**src/rtl/cpu_types_pkg.sv**
```systemverilog
// ============================================================================
// cpu_types_pkg : shared CPU types and constants for the pipeline stages
// Rev 1.0
// ============================================================================
`default_nettype none

package cpu_types_pkg;

    typedef logic [31:0] word_t;
    typedef logic [5:0]  opcode_t;

    localparam opcode_t RTYPE   = 6'h00;
    localparam word_t   PC_STEP = 32'd4;

    typedef enum logic [1:0] {
        RUN    = 2'd0,
        HOLD   = 2'd1,
        HALTED = 2'd2
    } fetch_state_t;

    function automatic opcode_t opcode_of(input word_t instr);
        return instr[31:26];
    endfunction

endpackage

`default_nettype wire

```
**src/rtl/pc_reg.sv**
```systemverilog
// ============================================================================
// pc_reg : program counter register with async active-low reset and load enable
// Rev 1.0
// ============================================================================
`default_nettype none

module pc_reg
    import cpu_types_pkg::*;
#(
    parameter word_t PC_INIT = 32'h0000_0000
) (
    input  logic  i_clk,
    input  logic  i_rst_n,
    input  logic  i_load,
    input  word_t i_d,
    output word_t o_q
);

    word_t r_pc;

    always_ff @(posedge i_clk or negedge i_rst_n) begin
        if (!i_rst_n) begin
            r_pc <= PC_INIT;
        end else if (i_load) begin
            r_pc <= i_d;
        end
    end

    assign o_q = r_pc;

endmodule

`default_nettype wire

```
**src/rtl/fetch_stage.sv**
```systemverilog
// ============================================================================
// fetch_stage : IF stage - owns the PC, requests the icache, feeds IF/ID
// Rev 1.0
// ============================================================================
`default_nettype none

module fetch_stage
    import cpu_types_pkg::*;
#(
    parameter word_t PC_INIT = 32'h0000_0000
) (
    input  logic        CLK,
    input  logic        nRST,
    input  logic        ihit,
    input  logic [31:0] imemload,
    output logic        imemREN,
    output logic [31:0] imemaddr,
    input  logic        stall,
    input  logic        redirect,
    input  logic [31:0] redirect_pc,
    input  logic        halt,
    output logic        fetch_valid,
    output logic        fetch_flush,
    output logic [31:0] fetch_instr,
    output logic [31:0] fetch_pcinc,
    output logic [5:0]  fetch_opcode
);

    fetch_state_t r_state;
    fetch_state_t w_next_state;

    word_t w_pc;
    word_t w_pc_inc;
    word_t w_pc_next;
    logic  w_pc_load;

    word_t r_buf;
    word_t r_bufpc;
    logic  w_buf_load;
    logic  w_buf_drop;

    assign w_pc_inc = w_pc + PC_STEP;

    pc_reg #(
        .PC_INIT (PC_INIT)
    ) u_pc_reg (
        .i_clk   (CLK),
        .i_rst_n (nRST),
        .i_load  (w_pc_load),
        .i_d     (w_pc_next),
        .o_q     (w_pc)
    );

    // Next-PC selection: halt freezes the PC, redirect beats the sequential step.
    always_comb begin
        w_pc_load = 1'b0;
        w_pc_next = w_pc;
        if (r_state != HALTED && !halt) begin
            if (redirect) begin
                w_pc_load = 1'b1;
                w_pc_next = redirect_pc;
            end else if (r_state == RUN && ihit) begin
                w_pc_load = 1'b1;
                w_pc_next = w_pc_inc;
            end
        end
    end

    always_ff @(posedge CLK or negedge nRST) begin
        if (!nRST) begin
            r_state <= RUN;
        end else begin
            r_state <= w_next_state;
        end
    end

    always_comb begin
        w_next_state = r_state;
        case (r_state)
            RUN: begin
                if (halt)
                    w_next_state = HALTED;
                else if (redirect)
                    w_next_state = RUN;
                else if (ihit && stall)
                    w_next_state = HOLD;
            end
            HOLD: begin
                if (halt)
                    w_next_state = HALTED;
                else if (redirect || !stall)
                    w_next_state = RUN;
            end
            default: w_next_state = HALTED;
        endcase
    end

    // Outputs are forced to their idle values while nRST is low, so a hit
    // arriving during reset is never presented to IF/ID.
    always_comb begin
        imemREN     = 1'b0;
        fetch_valid = 1'b0;
        fetch_flush = 1'b0;
        fetch_instr = '0;
        fetch_pcinc = '0;
        w_buf_load  = 1'b0;
        w_buf_drop  = 1'b0;
        if (!nRST) begin
            imemREN = 1'b1;
        end else begin
            case (r_state)
                RUN: begin
                    imemREN = 1'b1;
                    if (!halt) begin
                        if (redirect) begin
                            fetch_flush = 1'b1;
                        end else if (ihit && !stall) begin
                            fetch_valid = 1'b1;
                            fetch_instr = imemload;
                            fetch_pcinc = w_pc_inc;
                        end else if (ihit) begin
                            w_buf_load = 1'b1;
                        end
                    end
                end
                HOLD: begin
                    fetch_instr = r_buf;
                    fetch_pcinc = r_bufpc;
                    if (!halt) begin
                        if (redirect) begin
                            fetch_flush = 1'b1;
                            w_buf_drop  = 1'b1;
                        end else begin
                            fetch_valid = !stall;
                        end
                    end
                end
                default: begin
                end
            endcase
        end
    end

    always_ff @(posedge CLK or negedge nRST) begin
        if (!nRST) begin
            r_buf   <= '0;
            r_bufpc <= '0;
        end else if (w_buf_load) begin
            r_buf   <= imemload;
            r_bufpc <= w_pc_inc;
        end else if (w_buf_drop) begin
            r_buf   <= '0;
            r_bufpc <= '0;
        end
    end

    assign imemaddr     = w_pc;
    assign fetch_opcode = opcode_of(fetch_instr);

endmodule

`default_nettype wire

```
**config.mk**
```make
export PLATFORM = sky130hd
export DESIGN_NAME = fetch_stage
export DESIGN_NICKNAME = d
export VERILOG_FILES = /design/src/rtl/cpu_types_pkg.sv /design/src/rtl/pc_reg.sv /design/src/rtl/fetch_stage.sv
export SDC_FILE = /design/constraint.sdc
export NUM_CORES = 1
export LEC_CHECK = 0
export BUFFER_PORTS_ARGS = -buffer_cell sky130_fd_sc_hd__buf_2
export CORE_AREA = 2 2 139 141
export CTS_BUF_LIST = sky130_fd_sc_hd__clkbuf_4 sky130_fd_sc_hd__clkbuf_8 sky130_fd_sc_hd__clkbuf_16
export DETAILED_ROUTE_END_ITERATION = 10
export DIE_AREA = 0 0 141 143
export PLACE_DENSITY = 0.63
export SYNTH_ARGS = -nofsm -noshare
export SYNTH_HDL_FRONTEND = slang
export SYNTH_SLANG_ARGS = --single-unit
```
**constraint.sdc**
```tcl
create_clock -name CLK -period 3.7 [get_ports CLK]
set_input_delay 0.555 -clock CLK [delete_from_list [all_inputs] [get_ports CLK]]
set_output_delay 0.555 -clock CLK [all_outputs]
set_load 0.02 [all_outputs]
```
==> run_results.csv, run 1 <==
group,metric,value,unit
worst_hold_path,hold_class,"in2async",
cts,numCtsBuffers,9,
synth,synth_area,5530,sq um
detailed_routing,vias_per_cell,5.33,
critical_path,crit_path_start_kind,"flop",
synth,synthTopCellsByArea,"dfrtp_1 44%, a22oi_1 6.9%, o21ai_0 6.6%, a22o_1 6.0%, nand2_1 5.6%",
timing,max_freq,301,MHz
detailed_routing,first_iter_violations,330,
outcome,status,"finished clean",
grt,grt_first_pass_wirelength,28700,microns
die,die_w,141,microns
die,die_h,143,microns
critical_path,cp_data_required_time,3.14,ns
detailed_routing,drt-pass1-iter-count,5,
detailed_routing,routed_wl,18100,microns
timing,rsz0062_at_grt,"false",
grt,globalRouteOverflowTotal,0,
placement,post-place-ws,0.753,ns
cts,cts_tree,"yes",
synth,synth_fa_ha_area_share,0.226,%
grt,grt_pass1_vias,5044,
die,core,18600,sq um
placement,dpl.hpwl,12500,microns
critical_path,critical_path_class,"reg2out",
power,power_leakage,3.08,nW
layout,num-nets-final,825,
timing,tns,0,ns
cts,clockBufferDepth,2,
timing,worstMarginPinSlew,1.07,ns
power,p_int,1.82,mW
timing,setup_ws,0.378,ns
die,start_util,29.7,%
layout,drive_gt1_share,29.0,%
synth,synth-simple-area-share,18.9,%
synth,syn_area_per_cell,8.99,sq um
layout,synthToLayoutAreaGrowth,23.3,%
power,combPwrFrac,10.9,%
power,p_switching,0.657,mW
synth,yosysTopAreaCell,"dfrtp_1",
detailed_routing,num_vias,5295,
synth,synth_top_area_share,44.4,%
timing,hold_violations,0,
synth,synthCells,615,
power,p_per_area,363,nW/um^2
grt,antenna_found_initial,1,
synth,synth_edf_count,0,
synth,ys.flop_type,"dfrtp_1",
cts,cts_resized,0,
power,ir_drop,203,uV
die,die_area,20200,sq um
synth,ys_warn_count,0,
critical_path,cp-end-kind,"primary output",
flow_run,drv_cap,0,
power,pwr-share-clk,40.9,%
detailed_routing,drc_errors,0,
synth,synth-xor-area-share,4.44,%
synth,synth-seq-cells,98,
cts,clk_latency,0.35,ns
synth,muxShareOfSynthArea,1.09,%
detailed_routing,wl_per_cell,18.2,microns
cts,postCtsSetupBuffers,0,
cts,cts-root-buf,"clkbuf_16",
timing,slew_headroom,28.9,%
placement,port_buffers,174,
die,io_pins,175,
timing,fin_skew,0.00418,ns
synth,syn_nets,686,
synth,synth_top_family_by_area,"compound AO/OA/AOI/OAI gates",
synth,ys_types,49,
critical_path,crit_fanout,10,
cts,clock_sinks,98,
die,placementRows,50,
critical_path,crit_arrival,2.77,ns
critical_path,ff2ff_setup_slack,1.25,ns
cts,clkTransAtPathRegs,0.07,ns
power,power.share.sequential,48.1,%
placement,place.gp.congestion,0.754,
detailed_routing,antenna_left,0,
timing,drv_slew,0,
timing,fin_crit_sh,89.8,%
power,power_switching_share,26.5,%
grt,track_usage,18.1,%
synth,synth_compound_area_share,24.8,%
grt,grt_max_degree,62,
synth,seq_area_frac_synth,44.4,%
timing,setup_violations,0,
synth,synthArstFlopShare,100,%
cts,hold_buffers,0,
timing,min_period,3.32,ns
cts,cts.htree.levels,3,
synthesized netlist by cell type (3+ instances only):
cell type / count
xnor2_1: 12
or3_1: 4
a221o_1: 4
buf_4: 9
and3_1: 7
inv_1: 6
a22oi_1: 51
a31oi_1: 8
buf_6: 5
o311ai_0: 6
a22o_1: 38
a21oi_1: 6
nand3_1: 17
nor2_1: 59
xor2_1: 16
a2bb2oi_1: 4
nand2_1: 83
nor3_1: 10
dfrtp_1: 98
buf_2: 17
mux2i_1: 6
o21ai_0: 73
nand4_1: 10
nor2b_1: 3
nor4_1: 3
and2_1: 4
clkbuf_1: 28
and4_1: 3
cell type report:
cell class	count	area (sq um)
multi-input combinational	450	2750
tap	234	293
antenna	1	2.50
fill	1944	11800
sequential	98	2450
clock buffer	10	233
inverter	7	26.3
timing repair buffer	188	978
clock inverter	5	80.1
power by group through the flow:
| stage | Combinational, mW | Clock [mW] | Sequential (mW) |
|---|---|---|---|
| finish | 0.271 | 1.01 | 1.19 |
| CTS | 0.275 | 1.06 | 1.19 |
| detailed placement | 0.274 | 0 | 1.21 |
| global placement | 0.272 | 0 | 1.21 |
| floorplan | 0.105 | 0 | 1.23 |
| global route | 0.298 | 1.09 | 1.20 |
routing by layer:
metal	global-route usage (%)	vias to the layer above	part of all wire, %
li1	-	2504	-
met1	25.3	2545	46
met2	28.9	236	47
met3	4.39	10	7.2
met4	3.37	0	0.68
met5	0	-	0
cell usage in the layout, fill, tap and decap left out, types with 2 or more instances in the layout:
master      synthesis  routed
a21oi_1             6       6
a221o_1             4       4
a22o_1             38      38
a22oi_1            51      51
a2bb2oi_1           4       4
a31oi_1             8       8
and2_1              4       4
and3_1              7       7
and4_1              3       3
buf_2              17     173
buf_4               9      15
bufinv_16           0       2
clkbuf_16           0       9
clkinvlp_4          0       2
dfrtp_1            98      98
inv_1               6       6
mux2i_1             6       6
nand2_1            83      83
nand3_1            17      17
nand4_1            10      10
nor2_1             59      58
nor3_1             10       9
nor4_1              3       3
nor4_4              2       2
o21ai_0            73      73
o22ai_1             2       2
o311ai_0            6       6
o31a_1              2       2
or3_1               4       3
xnor2_1            12      12
xor2_1             16      16
logic make-up after synthesis:
logic type	after synthesis
adders and majority gates	1
xor gates and xnor gates	28
and+or+nand+nor	215
AOI/OAI and AO/OA	200
muxes	6
DFF	98
buffers and inverters	67
registers in the layout, summed over array words and instances, names as in the netlist:
| register | count |
|---|---|
| r_buf | 32 |
| r_bufpc | 32 |
| u_pc_reg.o_q | 32 |
| r_state | 2 |
path summary, 6_finish.rpt:
path / endpoint / cells after the start / start
worst max-delay path: fetch_pcinc[20] / 7 / u_pc_reg.o_q[2]
worst min-delay path: u_pc_reg.o_q[10] / 2 / nRST
max in group asynchronous: r_buf[5] / 3 / nRST
worst min register to register: r_bufpc[30] / 2 / r_bufpc[30]
worst max register to register: r_bufpc[12] / 6 / r_state[0]
min in group CLK: u_pc_reg.o_q[0] / 3 / redirect_pc[0]
metrics by stage:
stage                     hold WS [ns]  power [mW]  std cells  utilization [%]  cell area (sq um)
after floorplan                  0.259        1.33        615                -               5530
after global placement           0.461        1.48        977             35.0               6500
after detailed placement         0.471        1.48        977             35.0               6500
after CTS                        0.295        2.52        992             36.7               6810
after global routing             0.329        2.59        992             36.7               6810
final                            0.300        2.48        993             36.7               6820
critical path, stage by stage (launching register included):
cell and delay [ns]:
dfrtp_1 0.51, ha_1 0.33, nand4_1 0.25, nor4_2 0.55
nand4_1 0.23, xnor2_1 0.18, o21ai_0 0.15, buf_2 0.21
Note: power is estimated with default switching activity, not from simulation.
==> run 2, diff against run 1 <==
--- a/config.mk
+++ b/config.mk
@@ -8,7 +8,7 @@
 export BUFFER_PORTS_ARGS = -buffer_cell sky130_fd_sc_hd__buf_2
-export CORE_AREA = 2 2 139 141
+export CORE_AREA = 2 2 124 126
 export CTS_BUF_LIST = sky130_fd_sc_hd__clkbuf_4 sky130_fd_sc_hd__clkbuf_8 sky130_fd_sc_hd__clkbuf_16
 export DETAILED_ROUTE_END_ITERATION = 10
-export DIE_AREA = 0 0 141 143
-export PLACE_DENSITY = 0.63
+export DIE_AREA = 0 0 126 128
+export PLACE_DENSITY = 0.74
 export SYNTH_ARGS = -nofsm -noshare
==> constraint.sdc (replaced) <==
create_clock -name CLK -period 3.4 [get_ports CLK]
set_input_delay 0.51 -clock CLK [delete_from_list [all_inputs] [get_ports CLK]]
set_output_delay 0.51 -clock CLK [all_outputs]
set_load 0.1 [all_outputs]
==> run 2 against run 1 <==
Largest cell class unchanged. Sequential power rose by 9%. Highest routed layer unchanged. Register-to-register slack got worse by 0.24 ns. Global-route usage rose by 3.7 points.
==> run_results.csv, run 2 (same netlist as run 1, synthesis figures left out) <==
group,metric,value,unit
critical_path,regToRegEndpoint,"r_buf[16]",
layout,fin_util,54.1,%
cts,clock_sinks,98,
critical_path,crit_path_start_kind,"flop",
critical_path,cp_cell_sequence,"ha_1 > nand4_1 > nor4_4 > nand4_1 > xnor2_1 > o21ai_2 > buf_12",
power,p_switching,0.929,mW
critical_path,cp_data_required_time,2.89,ns
cts,postCtsSetupBuffers,0,
layout,nFillCells,1337,
cts,clk_latency,0.35,ns
grt,track_usage,21.8,%
cts,cts.htree.levels,3,
detailed_routing,drc_errors,0,
cts,numCtsBuffers,9,
power,ir_drop,243,uV
timing,drv_slew,0,
critical_path,cp-end-kind,"primary output",
critical_path,crit_arrival,2.71,ns
cts,cts-root-buf,"clkbuf_16",
die,die_area,16100,sq um
grt,antenna_found_initial,1,
power,p_int,1.87,mW
die,core,14900,sq um
outcome,status,"finished clean",
timing,min_period,3.22,ns
layout,num-nets-final,826,
critical_path,cp_slowest_stage_delay,0.52,ns
timing,max_freq,311,MHz
timing,fin_crit_sh,94.6,%
layout,synthToLayoutAreaGrowth,45.5,%
layout,drive_gt1_share,34.1,%
timing,slew_headroom,32.1,%
grt,globalRouteOverflowTotal,0,
critical_path,ff2ff_setup_slack,1.01,ns
detailed_routing,routed_wl,17600,microns
die,io_pins,175,
die,placementRows,45,
cts,clockBufferDepth,2,
die,die_h,128,microns
detailed_routing,num_vias,5498,
power,power.share.sequential,46.3,%
flow_run,drv_cap,0,
detailed_routing,drt-pass1-iter-count,5,
critical_path,worst_path_most_repeated_cell,"nand4_1",
power,combPwrFrac,19.1,%
die,start_util,37.2,%
detailed_routing,antenna_left,0,
layout,layout_commonest_cell,"buf_2",
detailed_routing,vias_per_cell,5.80,
critical_path,critical_path_class,"reg2out",
detailed_routing,first_iter_violations,453,
timing,hold_violations,0,
cts,clkTransAtPathRegs,0.07,ns
critical_path,crit_fanout,10,
critical_path,r2r_cells,5,
critical_path,timing.rr.start,"r_state[0]",
grt,grt_first_pass_wirelength,28100,microns
timing,worstMarginPinSlew,1.02,ns
placement,port_buffers,174,
layout,final_cell_mix,"103 x buf_2, 96 x dfrtp_1, 82 x nand2_1",
detailed_routing,wl_per_cell,18.6,microns
grt,grt_max_degree,72,
power,pwr-share-clk,34.6,%
power,power_leakage,3.32,nW
grt,grt_pass1_vias,5266,
critical_path,slowest_stage,"nor4_4",
placement,place.gp.congestion,0.838,
power,power_switching_share,33.2,%
die,die_w,126,microns
worst_hold_path,hold_class,"in2async",
power,p_per_area,348,nW/um^2
timing,fin_skew,0.00804,ns
placement,dpl.hpwl,12300,microns
cts,cts_tree,"yes",
timing,setup_violations,0,
power,finalPower,2.80,mW
-- run 2: changes by cell type in the layout (fill, tap and decap cells not counted), moves of 7 or more --
cell,previous run,this run
nor2_1,58,46
nor2_2,1,12
o21ai_4,0,15
o21ai_2,0,7
o21ai_0,73,51
buf_2,173,103
buf_12,0,71
-- run 2: cell type report --
| class | instances | area [sq um] | area share (%) |
|---|---|---|---|
| flip-flops and latches | 98 | 2450 | 30.5 |
| clock inverters | 2 | 13.8 | 0.171 |
| clock buffers | 13 | 262 | 3.25 |
| well taps | 188 | 235 | 2.92 |
| repair buffers | 189 | 2050 | 25.5 |
| multi-input cells | 450 | 3000 | 37.3 |
| diodes | 1 | 2.50 | 0.0311 |
| inverters | 7 | 26.3 | 0.327 |
-- run 2: worst max path at each step --
stage / from / end / depth (start not counted)
floorplan: u_pc_reg.o_q[7] / fetch_pcinc[20] / 6
global placement: u_pc_reg.o_q[2] / fetch_pcinc[20] / 7
detailed placement: u_pc_reg.o_q[2] / fetch_pcinc[20] / 7
CTS: u_pc_reg.o_q[2] / fetch_pcinc[20] / 7
global route: u_pc_reg.o_q[2] / fetch_pcinc[20] / 7
finish: u_pc_reg.o_q[2] / fetch_pcinc[20] / 7
-- run 2: timing repair --
action	CTS	global route
endpoints found under the setup margin	0	2
hold buffers	0	0
gates resized for setup	0	1
-- run 2: power groups by stage --
stage | logic (mW) | clock network (mW) | registers, mW
global route | 0.564 | 1.04 | 1.30
finish | 0.535 | 0.967 | 1.30
CTS | 0.538 | 0.989 | 1.29
global placement | 0.529 | 0 | 1.31
detailed placement | 0.536 | 0 | 1.32
floorplan | 0.132 | 0 | 1.56
-- run 2: worst max-delay path, delay by kind of cell (launching register included) --
kind	cells	cell delay, ns
AO/OA/AOI/OAI	1	0.18
XOR/XNOR	1	0.19
adder cells (fa/ha/maj)	1	0.31
buffers and inverters	1	0.20
flip-flops	1	0.45
AND/OR/NAND/NOR	3	1.04
-- run 2: stage by stage --
step / setup WS, ns / instances / TNS [ns] / area [sq um] / hold slack, ns
after floorplan: -0.237 / 615 / -0.237 / 5770 / 0.214
after global placement: 0.606 / 932 / 0 / 7760 / 0.462
after CTS: 0.149 / 947 / 0 / 8030 / 0.220
final: 0.182 / 948 / 0 / 8040 / 0.217
after detailed placement: 0.549 / 932 / 0 / 7760 / 0.471
after global routing: -0.0129 / 947 / -0.0129 / 8040 / 0.232
-- run 2: layer usage --
| layer | part of all wire (%) | routed length [microns] | vias to the layer above | track usage [%] |
|---|---|---|---|---|
| met5 | 0 | 0 | - | 0 |
| met4 | 1.3 | 231 | 0 | 6.66 |
| met3 | 7.8 | 1380 | 22 | 4.17 |
| met2 | 48 | 8390 | 284 | 35.6 |
| met1 | 43 | 7610 | 2690 | 29.4 |
| li1 | - | - | 2502 | - |
